### config.mk
export PLATFORM = sky130hd
export DESIGN_NAME = norm_round_pack_f64
export DESIGN_NICKNAME = d
export VERILOG_FILES = /design/src/rtl/norm_round_pack_f64_pkg.sv /design/src/rtl/norm_round_pack_f64.sv
export SDC_FILE = /design/constraint.sdc
export NUM_CORES = 1
export LEC_CHECK = 0
export ABC_AREA = 1
export ABC_CLOCK_PERIOD_IN_PS = 3700
export BUFFER_PORTS_ARGS = -buffer_cell sky130_fd_sc_hd__buf_2
export CAP_MARGIN = 0
export CORE_MARGIN = 4
export CORE_UTILIZATION = 37
export CTS_BUF_LIST = sky130_fd_sc_hd__clkbuf_4 sky130_fd_sc_hd__clkbuf_8 sky130_fd_sc_hd__clkbuf_16
export DETAILED_ROUTE_END_ITERATION = 10
export RECOVER_POWER = 25
export SLEW_MARGIN = 20
export SYNTH_ARGS = -nofsm -noshare
export SYNTH_HDL_FRONTEND = slang
export SYNTH_SLANG_ARGS = --single-unit
### constraint.sdc
create_clock -name ap_clk -period 3.7 [get_ports ap_clk]
set_input_delay 0.37 -clock ap_clk [delete_from_list [all_inputs] [get_ports ap_clk]]
set_output_delay 0.37 -clock ap_clk [all_outputs]
set_load 0.03 [all_outputs]
### src/rtl/norm_round_pack_f64_pkg.sv
// Shared constants for the binary64 normalize/round/pack engine:
// FSM encodings, rounding position and exponent limits.
package norm_round_pack_f64_pkg;

  localparam logic [2:0] ST_IDLE   = 3'd0;
  localparam logic [2:0] ST_NORM   = 3'd1;
  localparam logic [2:0] ST_DENORM = 3'd2;
  localparam logic [2:0] ST_ROUND  = 3'd3;
  localparam logic [2:0] ST_DONE   = 3'd4;

  localparam logic [9:0]  ROUND_INC  = 10'h200;
  localparam int          ROUND_BITS = 10;
  localparam int          EXP_OVF    = 'h7FD;
  localparam logic [10:0] EXP_INF    = 11'h7FF;
  localparam logic [6:0]  DENORM_CAP = 7'd64;

endpackage

### src/rtl/norm_round_pack_f64.sv
// Multi-cycle binary64 normalize/round/pack engine (round-to-nearest-even),
// callee side of an ap_ctrl_hs handshake.
module norm_round_pack_f64
  import norm_round_pack_f64_pkg::*;
#(
  parameter int EXP_W = 16
) (
  input  logic             ap_clk,
  input  logic             ap_rst_n,
  input  logic             ap_start,
  input  logic             z_sign,
  input  logic [EXP_W-1:0] z_exp,
  input  logic [63:0]      z_sig,
  output logic             ap_done,
  output logic             ap_idle,
  output logic             ap_ready,
  output logic [63:0]      ap_return
);

  localparam logic signed [EXP_W-1:0] EXP_OVF_W = EXP_W'(EXP_OVF);

  logic [2:0]              state;
  logic                    sign;
  logic signed [EXP_W-1:0] exp;
  logic [63:0]             sig;
  logic [6:0]              cnt;

  logic [63:0]      sig_inc;
  logic [53:0]      m_raw;
  logic [53:0]      m_rnd;
  logic [10:0]      exp_field;
  logic             ovf;
  logic [EXP_W-1:0] neg_exp;
  logic [6:0]       denorm_cnt;

  assign sig_inc = sig + 64'(ROUND_INC);
  assign m_raw   = sig_inc[63:ROUND_BITS];
  // An exact half-way remainder rounds to even by dropping the lsb.
  assign m_rnd   = (sig[ROUND_BITS-1:0] == ROUND_INC) ? {m_raw[53:1], 1'b0} : m_raw;
  assign exp_field = (m_rnd == '0) ? 11'd0 : exp[10:0];

  assign ovf = (exp > EXP_OVF_W) || ((exp == EXP_OVF_W) && sig_inc[63]);

  assign neg_exp    = -exp;
  assign denorm_cnt = (neg_exp >= EXP_W'(DENORM_CAP)) ? DENORM_CAP : neg_exp[6:0];

  assign ap_done  = (state == ST_DONE);
  assign ap_ready = (state == ST_DONE);
  assign ap_idle  = (state == ST_IDLE) && !ap_start;

  always_ff @(posedge ap_clk or negedge ap_rst_n) begin
    if (!ap_rst_n) begin
      state     <= ST_IDLE;
      sign      <= 1'b0;
      exp       <= '0;
      sig       <= '0;
      cnt       <= '0;
      ap_return <= '0;
    end else begin
      case (state)
        ST_IDLE: begin
          if (ap_start) begin
            sign  <= z_sign;
            exp   <= z_exp;
            sig   <= z_sig;
            state <= ST_NORM;
          end
        end
        ST_NORM: begin
          if (sig == '0) begin
            ap_return <= {sign, 63'b0};
            state     <= ST_DONE;
          end else if (sig[63:62] == 2'b00) begin
            sig <= {sig[62:0], 1'b0};
            exp <= exp - EXP_W'(1);
          end else if (ovf) begin
            ap_return <= {sign, EXP_INF, 52'b0};
            state     <= ST_DONE;
          end else if (exp[EXP_W-1]) begin
            cnt   <= denorm_cnt;
            exp   <= '0;
            state <= ST_DENORM;
          end else begin
            state <= ST_ROUND;
          end
        end
        // One-place right shift per cycle; bits leaving the bottom stick in bit 0.
        ST_DENORM: begin
          sig <= {1'b0, sig[63:2], sig[1] | sig[0]};
          cnt <= cnt - 7'd1;
          if (cnt == 7'd1) state <= ST_ROUND;
        end
        ST_ROUND: begin
          ap_return <= {sign, 63'b0} + {1'b0, exp_field, 52'b0} + {10'b0, m_rnd};
          state     <= ST_DONE;
        end
        ST_DONE: state <= ST_IDLE;
        default: state <= ST_IDLE;
      endcase
    end
  end

endmodule

After elaboration in Yosys (flattened, before gate mapping)
Cells that the tools add are included.
W data, S select, Z words.
{"block": "totals", "regBits": 155, "latchBits": 0, "ramBits": 0, "romBits": 0, "in_bits": 84, "n_memories": 0}
{"block": "op_classes", "addsub": 6, "n_mul": 0, "div": 0, "order_cmp": 2, "eq_ne": 18, "shift": 0, "mux": 29, "bitwise": 1, "n_reduce_logical": 19}
{"cell": "$mux W64", "n": 6}
{"cell": "$pmux W64 S3", "n": 1}
{"cell": "$pmux W64 S2", "n": 1}
{"cell": "$add A64 B10 Y64 const B", "n": 1}
{"cell": "$add A64 B54 Y64", "n": 1}
{"cell": "$add A64 B63 Y64", "n": 1}
{"cell": "$logic_not A64 Y1", "n": 1}
{"cell": "$mux W16", "n": 4}
{"cell": "$logic_not A54 Y1", "n": 1}
{"cell": "$mux W7", "n": 5}
{"cell": "$pmux W16 S2", "n": 1}
{"cell": "$eq A16 B12 Y1 const B", "n": 1}
{"cell": "$ge A16 B7 Y1 const B", "n": 1}
{"cell": "$gt A16 B12 Y1 const B", "n": 1}
{"cell": "$neg A16 Y16", "n": 1}
{"cell": "$sub A16 B2 Y16 const B", "n": 1}
{"cell": "$mux W15", "n": 1}
{"cell": "$mux W3", "n": 5}
{"cell": "$ne A2 B2 Y1 const B", "n": 7}
{"cell": "$pmux W7 S2", "n": 1}
{"cell": "$ne A3 B3 Y1 const B", "n": 4}
{"cell": "$pmux W3 S4", "n": 1}
{"cell": "$mux W11", "n": 1}
{"cell": "$eq A10 B10 Y1 const B", "n": 1}
{"cell": "18 further kinds", "n": 26}

Logic depth before layout (Yosys ltp)
{"block": "logic_depth", "ltp_word": 8, "mapped_depth": 29, "mapped_depth_nobuf": 27}

Worst setup path before layout
OpenSTA, ideal clock, no wires.
{"block": "synth_path", "kind": "register to register", "from": "register sig[10]", "to": "register ap_return[60]", "setup_time_ns": 0.078, "arrival_ns": 3.300, "t_required_ns": 3.622, "slack_ns": 0.322, "path_stages_with_launch": 25, "period_less_slack_ns": 3.378, "cell_sequence": "dfrtp_1 -> ha_1 -> nand2_1 -> nor2_4 -> nand3_1 -> inv_2 -> nand2_1 -> nor2_1 -> nor2_1 -> nor2_1 -> nor2_1 -> nand3_1 -> nor2_2 -> nand2_4 -> buf_6 -> nand2_1 -> fa_1 -> nor2_1 -> inv_1 -> nor2_1 -> nand3_2 -> nor2_1 -> xnor2_1 -> nand2_1 -> a21oi_1"}
{"block": "synth_between", "elab_chain_cells": 7}
{"item": "start, declared", "line": "norm_round_pack_f64.sv:25", "source": "logic [63:0] sig;"}
{"item": "start signal, assigned", "line": "norm_round_pack_f64.sv:65", "source": "sig <= z_sig;"}
{"item": "start signal, assigned", "line": "norm_round_pack_f64.sv:74", "source": "sig <= {sig[62:0], 1'b0};"}
{"item": "start signal, assigned", "line": "norm_round_pack_f64.sv:89", "source": "sig <= {1'b0, sig[63:2], sig[1] | sig[0]};"}
{"item": "$add A64 B10 Y64", "line": "norm_round_pack_f64.sv:36", "source": "assign sig_inc = sig + 64'(ROUND_INC);"}
{"item": "$mux W1", "line": "norm_round_pack_f64.sv:39", "source": "assign m_rnd = (sig[ROUND_BITS-1:0] == ROUND_INC) ? {m_raw[53:1], 1'b0} : m_raw;"}
{"item": "$logic_not A54 Y1", "line": "norm_round_pack_f64.sv:40", "source": "assign exp_field = (m_rnd == '0) ? 11'd0 : exp[10:0];"}
{"item": "$mux W11", "line": "norm_round_pack_f64.sv:40"}
{"item": "$add A64 B63 Y64", "line": "norm_round_pack_f64.sv:94", "source": "ap_return <= {sign, 63'b0} + {1'b0, exp_field, 52'b0} + {10'b0, m_rnd};"}
{"item": "$add A64 B54 Y64", "line": "norm_round_pack_f64.sv:94"}
{"item": "$pmux W64 S2", "line": "norm_round_pack_f64.sv:60", "source": "case (state)"}
{"item": "end signal, assigned", "line": "norm_round_pack_f64.sv:71", "source": "ap_return <= {sign, 63'b0};"}
{"item": "end signal, assigned", "line": "norm_round_pack_f64.sv:77", "source": "ap_return <= {sign, EXP_INF, 52'b0};"}
{"item": "end signal, assigned", "line": "norm_round_pack_f64.sv:94"}
{"item": "end, declared", "line": "norm_round_pack_f64.sv:17", "source": "output logic [63:0] ap_return"}
Parallel ways exist; a longest one is shown, timed or not.
A chain may end at the register's enable or synchronous reset.

Worst setup path after layout
{"block": "layout_path", "from": "register sig[9]", "to": "register ap_return[61]"}
{"block": "layout_between", "elab_chain_cells": 7}
{"item": "$add A64 B10 Y64 or $eq A10 B10 Y1 (tied branches)", "line": "norm_round_pack_f64.sv:36, norm_round_pack_f64.sv:39"}
{"item": "$mux W1", "line": "norm_round_pack_f64.sv:39"}
{"item": "$logic_not A54 Y1", "line": "norm_round_pack_f64.sv:40"}
{"item": "$mux W11", "line": "norm_round_pack_f64.sv:40"}
{"item": "$add A64 B63 Y64", "line": "norm_round_pack_f64.sv:94"}
{"item": "$add A64 B54 Y64", "line": "norm_round_pack_f64.sv:94"}
{"item": "$pmux W64 S2", "line": "norm_round_pack_f64.sv:60"}
Parallel ways exist; a longest one is shown, timed or not.

==> flow_summary.json <==
{
  "tightest_slew_ns": 1.50,
  "drt-pass1-iter-count": 5,
  "design.core.area_um2": 26300,
  "synth_fp_nets": 1500,
  "drt_iter0_drc": 905,
  "relSlewSlack_pct": 0.315,
  "globalRouteMet2Util_pct": 33.9,
  "pin_count": 151,
  "clk_pin_slew_ns": 0.07,
  "yosysWarnings": 0,
  "crit_path_start": "sig[9]",
  "async_reset_ff_share_pct": 100,
  "slew_viol_final": 0,
  "register_area_um2": 3900,
  "dp.final_hpwl_mm": 28.3,
  "run_status": "finished clean",
  "wl_mm": 37.2,
  "worstSkewPairLatency_ns": 0.44,
  "syn2layout_area_growth_pct": 25.7,
  "worst_hold_slack_ns": 0.194,
  "clkPwrFrac_pct": 51.4,
  "numPortBuffers": 150,
  "clock_path_buffers": 2,
  "fin_crit_sh_pct": 95.3,
  "numClockSinks": 155,
  "r2r_setup_slack_ns": 0.18,
  "p_int_mw": 2.84,
  "grt_pass1_wl_mm": 56.8,
  "ys_seq_elements": 155,
  "synth_edf_count": 0,
  "power_per_cell_area_nw_per_um2": 294,
  "crit_arrival_ns": 3.86,
  "initial_core_util_pct": 37.9,
  "dp_cells": 1905,
  "drc": 0,
  "vias": 10700,
  "die_area_um2": 29600,
  "max_freq_ghz": 0.284,
  "die_h_um": 172,
  "fillers": 2751,
  "htree_levels": 4,
  "cp-end-kind": "flop",
  "maxCapViolations": 0,
  "synthFlopType": "dfrtp_1",
  "pwr-share-comb_pct": 2.5,
  "place_congestion": 0.990,
  "die_w_um": 172,
  "vias_per_cell": 5.43,
  "grt_max_degree": 85,
  "cts_tree": "yes",
  "power_frac_seq_pct": 46.0,
  "setup_viol": 0,
  "cts-root-buf": "clkbuf_16",
  "holdCritPathClass": "primary input to flop",
  "numCtsBuffers": 17,
  "finalHoldViolations": 0,
  "synth_cell_type_count": 43,
  "drive_above_1_share_pct": 23.5,
  "grt_pass1_vias": 9845,
  "globalRouteMet1Util_pct": 39.4,
  "leakage_nw": 5.84,
  "nets": 1708,
  "overflow": 0,
  "rr_worst_depth": 26,
  "cp.required_ns": 4.04,
  "use_met3_pct": 5.85,
  "row_count": 59,
  "track_usage_pct": 24.8,
  "timing.rr.start": "sig[9]",
  "r2r-end": "ap_return[61]",
  "clock_skew_ns": 0.0133,
  "wire_per_inst_um": 19.0,
  "multi_input_area_um2": 5510,
  "ir_drop_v": 0.000270,
  "synth-seq-area-share_pct": 39.0,
  "crit_path_end": "ap_return[61]",
  "p_sw_mw": 0.837,
  "grt_most_used_layer": "met1",
  "ant_nets": 0,
  "hp-start": "z_sig[0]",
  "crit_type": "flop to flop",
  "synthCells": 1407,
  "layout_min_cycle_time_ns": 3.52,
  "start_kind": "flop",
  "switching_share_pct": 22.7,
  "fin_cells": 1963,
  "synth_area_um2": 9950,
  "synth_area_per_cell_um2": 7.07,
  "antenna_cells": 0,
  "critPathMaxFanout": 5,
  "antenna_found_initial": 0
}
power by group through the flow:
stage | combinational [mW] | clock (mW) | sequential, mW
floorplan | 0.00558 | 0 | 1.73
global placement | 0.0974 | 0 | 1.73
detailed placement | 0.0973 | 0 | 1.73
CTS | 0.0983 | 1.92 | 1.69
global route | 0.105 | 2.00 | 1.69
finish | 0.0928 | 1.89 | 1.69
sequential cells by signal, indices dropped and copies added (netlist names):
signal and cells:
sig 64, sign 1, exp 16, cnt 7, ap_return 64, state 3
cells in the final DEF (no fill, tap or decap), types with 18 or more instances in the layout:
cell type  instances
o21ai_0          122
nand4_1           29
nand3_1           55
nor2_1           140
xor2_1            18
buf_4             84
nand2_2           22
dfrtp_1          139
a22o_1            32
nor2_2            19
o22ai_1           43
nand2_1          391
o221ai_1          20
inv_1            117
a21oi_1           64
buf_2            142
final cells by class:
cell class / instances / share of cell area [%]
clock inverter: 12 / 1.29
multi-input combinational: 1066 / 44.1
clock buffer: 20 / 3.68
tap: 335 / 3.35
sequential: 155 / 31.2
timing repair buffer: 247 / 12.6
inverter: 128 / 3.84
cell usage after synthesis (2+ instances only):
| master | n | area, um^2 |
|---|---|---|
| clkinv_1 | 3 | 11.3 |
| nor2_2 | 10 | 62.6 |
| o221ai_1 | 20 | 175 |
| o21ai_1 | 5 | 25.0 |
| buf_2 | 2 | 10.0 |
| clkbuf_1 | 47 | 176 |
| or2_2 | 3 | 18.8 |
| ha_1 | 8 | 100 |
| buf_6 | 3 | 33.8 |
| o21ai_0 | 122 | 611 |
| buf_4 | 8 | 60.1 |
| nand3b_1 | 2 | 15.0 |
| nand3_1 | 60 | 300 |
| xor2_1 | 18 | 158 |
| nand4_1 | 29 | 181 |
| nand3_2 | 7 | 70.1 |
| o22ai_1 | 43 | 269 |
| nor3_1 | 15 | 75.1 |
| nor2_1 | 154 | 578 |
| inv_2 | 6 | 22.5 |
| xnor2_1 | 5 | 43.8 |
| a21oi_1 | 66 | 330 |
| nand2_4 | 4 | 45.0 |
| a31oi_1 | 8 | 50.1 |
| a22o_1 | 32 | 280 |
| nand2_1 | 409 | 1540 |
| nand2_2 | 7 | 43.8 |
| nor2_4 | 9 | 101 |
| inv_1 | 119 | 447 |
| a22oi_1 | 3 | 22.5 |
| nor4_1 | 14 | 87.6 |
| dfrtp_1 | 155 | 3880 |
cell families (layout without fill, tap and decap cells):
family / count (synthesis) / count (layout) / synth area share (%)
AO/OA/AOI/OAI: 304 / 304 / 18.1
XOR/XNOR: 23 / 23 / 2.02
AND/OR/NAND/NOR: 728 / 730 / 32.0
buffers and inverters: 188 / 407 / 7.65
flip-flops: 155 / 155 / 39.0
adder cells (fa/ha/maj): 9 / 9 / 1.21
metal layers:
metal / wire length [um] / share of wire [%]
met1: 18300 / 49
met4: 670 / 1.8
met3: 3280 / 8.8
met5: 0 / 0
met2: 15000 / 40
critical path: stages (launching register included):
cell and delay [ns]:
dfrtp_1 0.40, buf_6 0.13, inv_2 0.07, nor2_4 0.20, nand2_4 0.14, nor2_8 0.16, nand3_1 0.11, xor2_1 0.34
nand2_1 0.11, nor2_1 0.12, nand2_1 0.07, nor2_2 0.12, buf_4 0.14, nand2_4 0.05, nand2_2 0.07, inv_1 0.05
ha_1 0.27, a21oi_1 0.06, inv_1 0.06, nand3_2 0.12, nor2_4 0.17, buf_4 0.13, nand3b_1 0.06, nand2_1 0.06
nand3_1 0.07, nand2_1 0.07, inv_1 0.03
metrics by stage:
stage	utilization, %	setup slack, ns	cell area [um^2]	setup TNS (ns)	power, mW
2_1_floorplan	-	0.322	9950	0	1.73
3_3_place_gp	43.6	-0.0384	11400	-0.0737	1.82
3_5_place_dp	43.6	-0.0806	11400	-0.138	1.82
4_1_cts	46.1	0.0396	12100	0	3.71
5_1_grt	47.6	-0.0724	12500	-0.224	3.80
6_report	47.6	0.176	12500	0	3.68
what timing repair did:
action,in CTS,in global routing
cloned,0,2
endpoints found under the hold margin,53,0
pin swaps,1,30
hold buffers,1,0
resized for setup,4,68
setup endpoints to repair,2,10
buffers inserted,3,20
worst min path at each step:
stage / slack (ns) / endpoint / depth (start not counted)
global placement: 0.38 / sig[12] / 1
global route: 0.22 / sig[0] / 3
CTS: 0.19 / sig[0] / 3
finish: 0.19 / sig[0] / 3
floorplan: 0.07 / ap_return[0] / 0
detailed placement: 0.38 / sig[12] / 1
(Power assumes the default switching activity.)
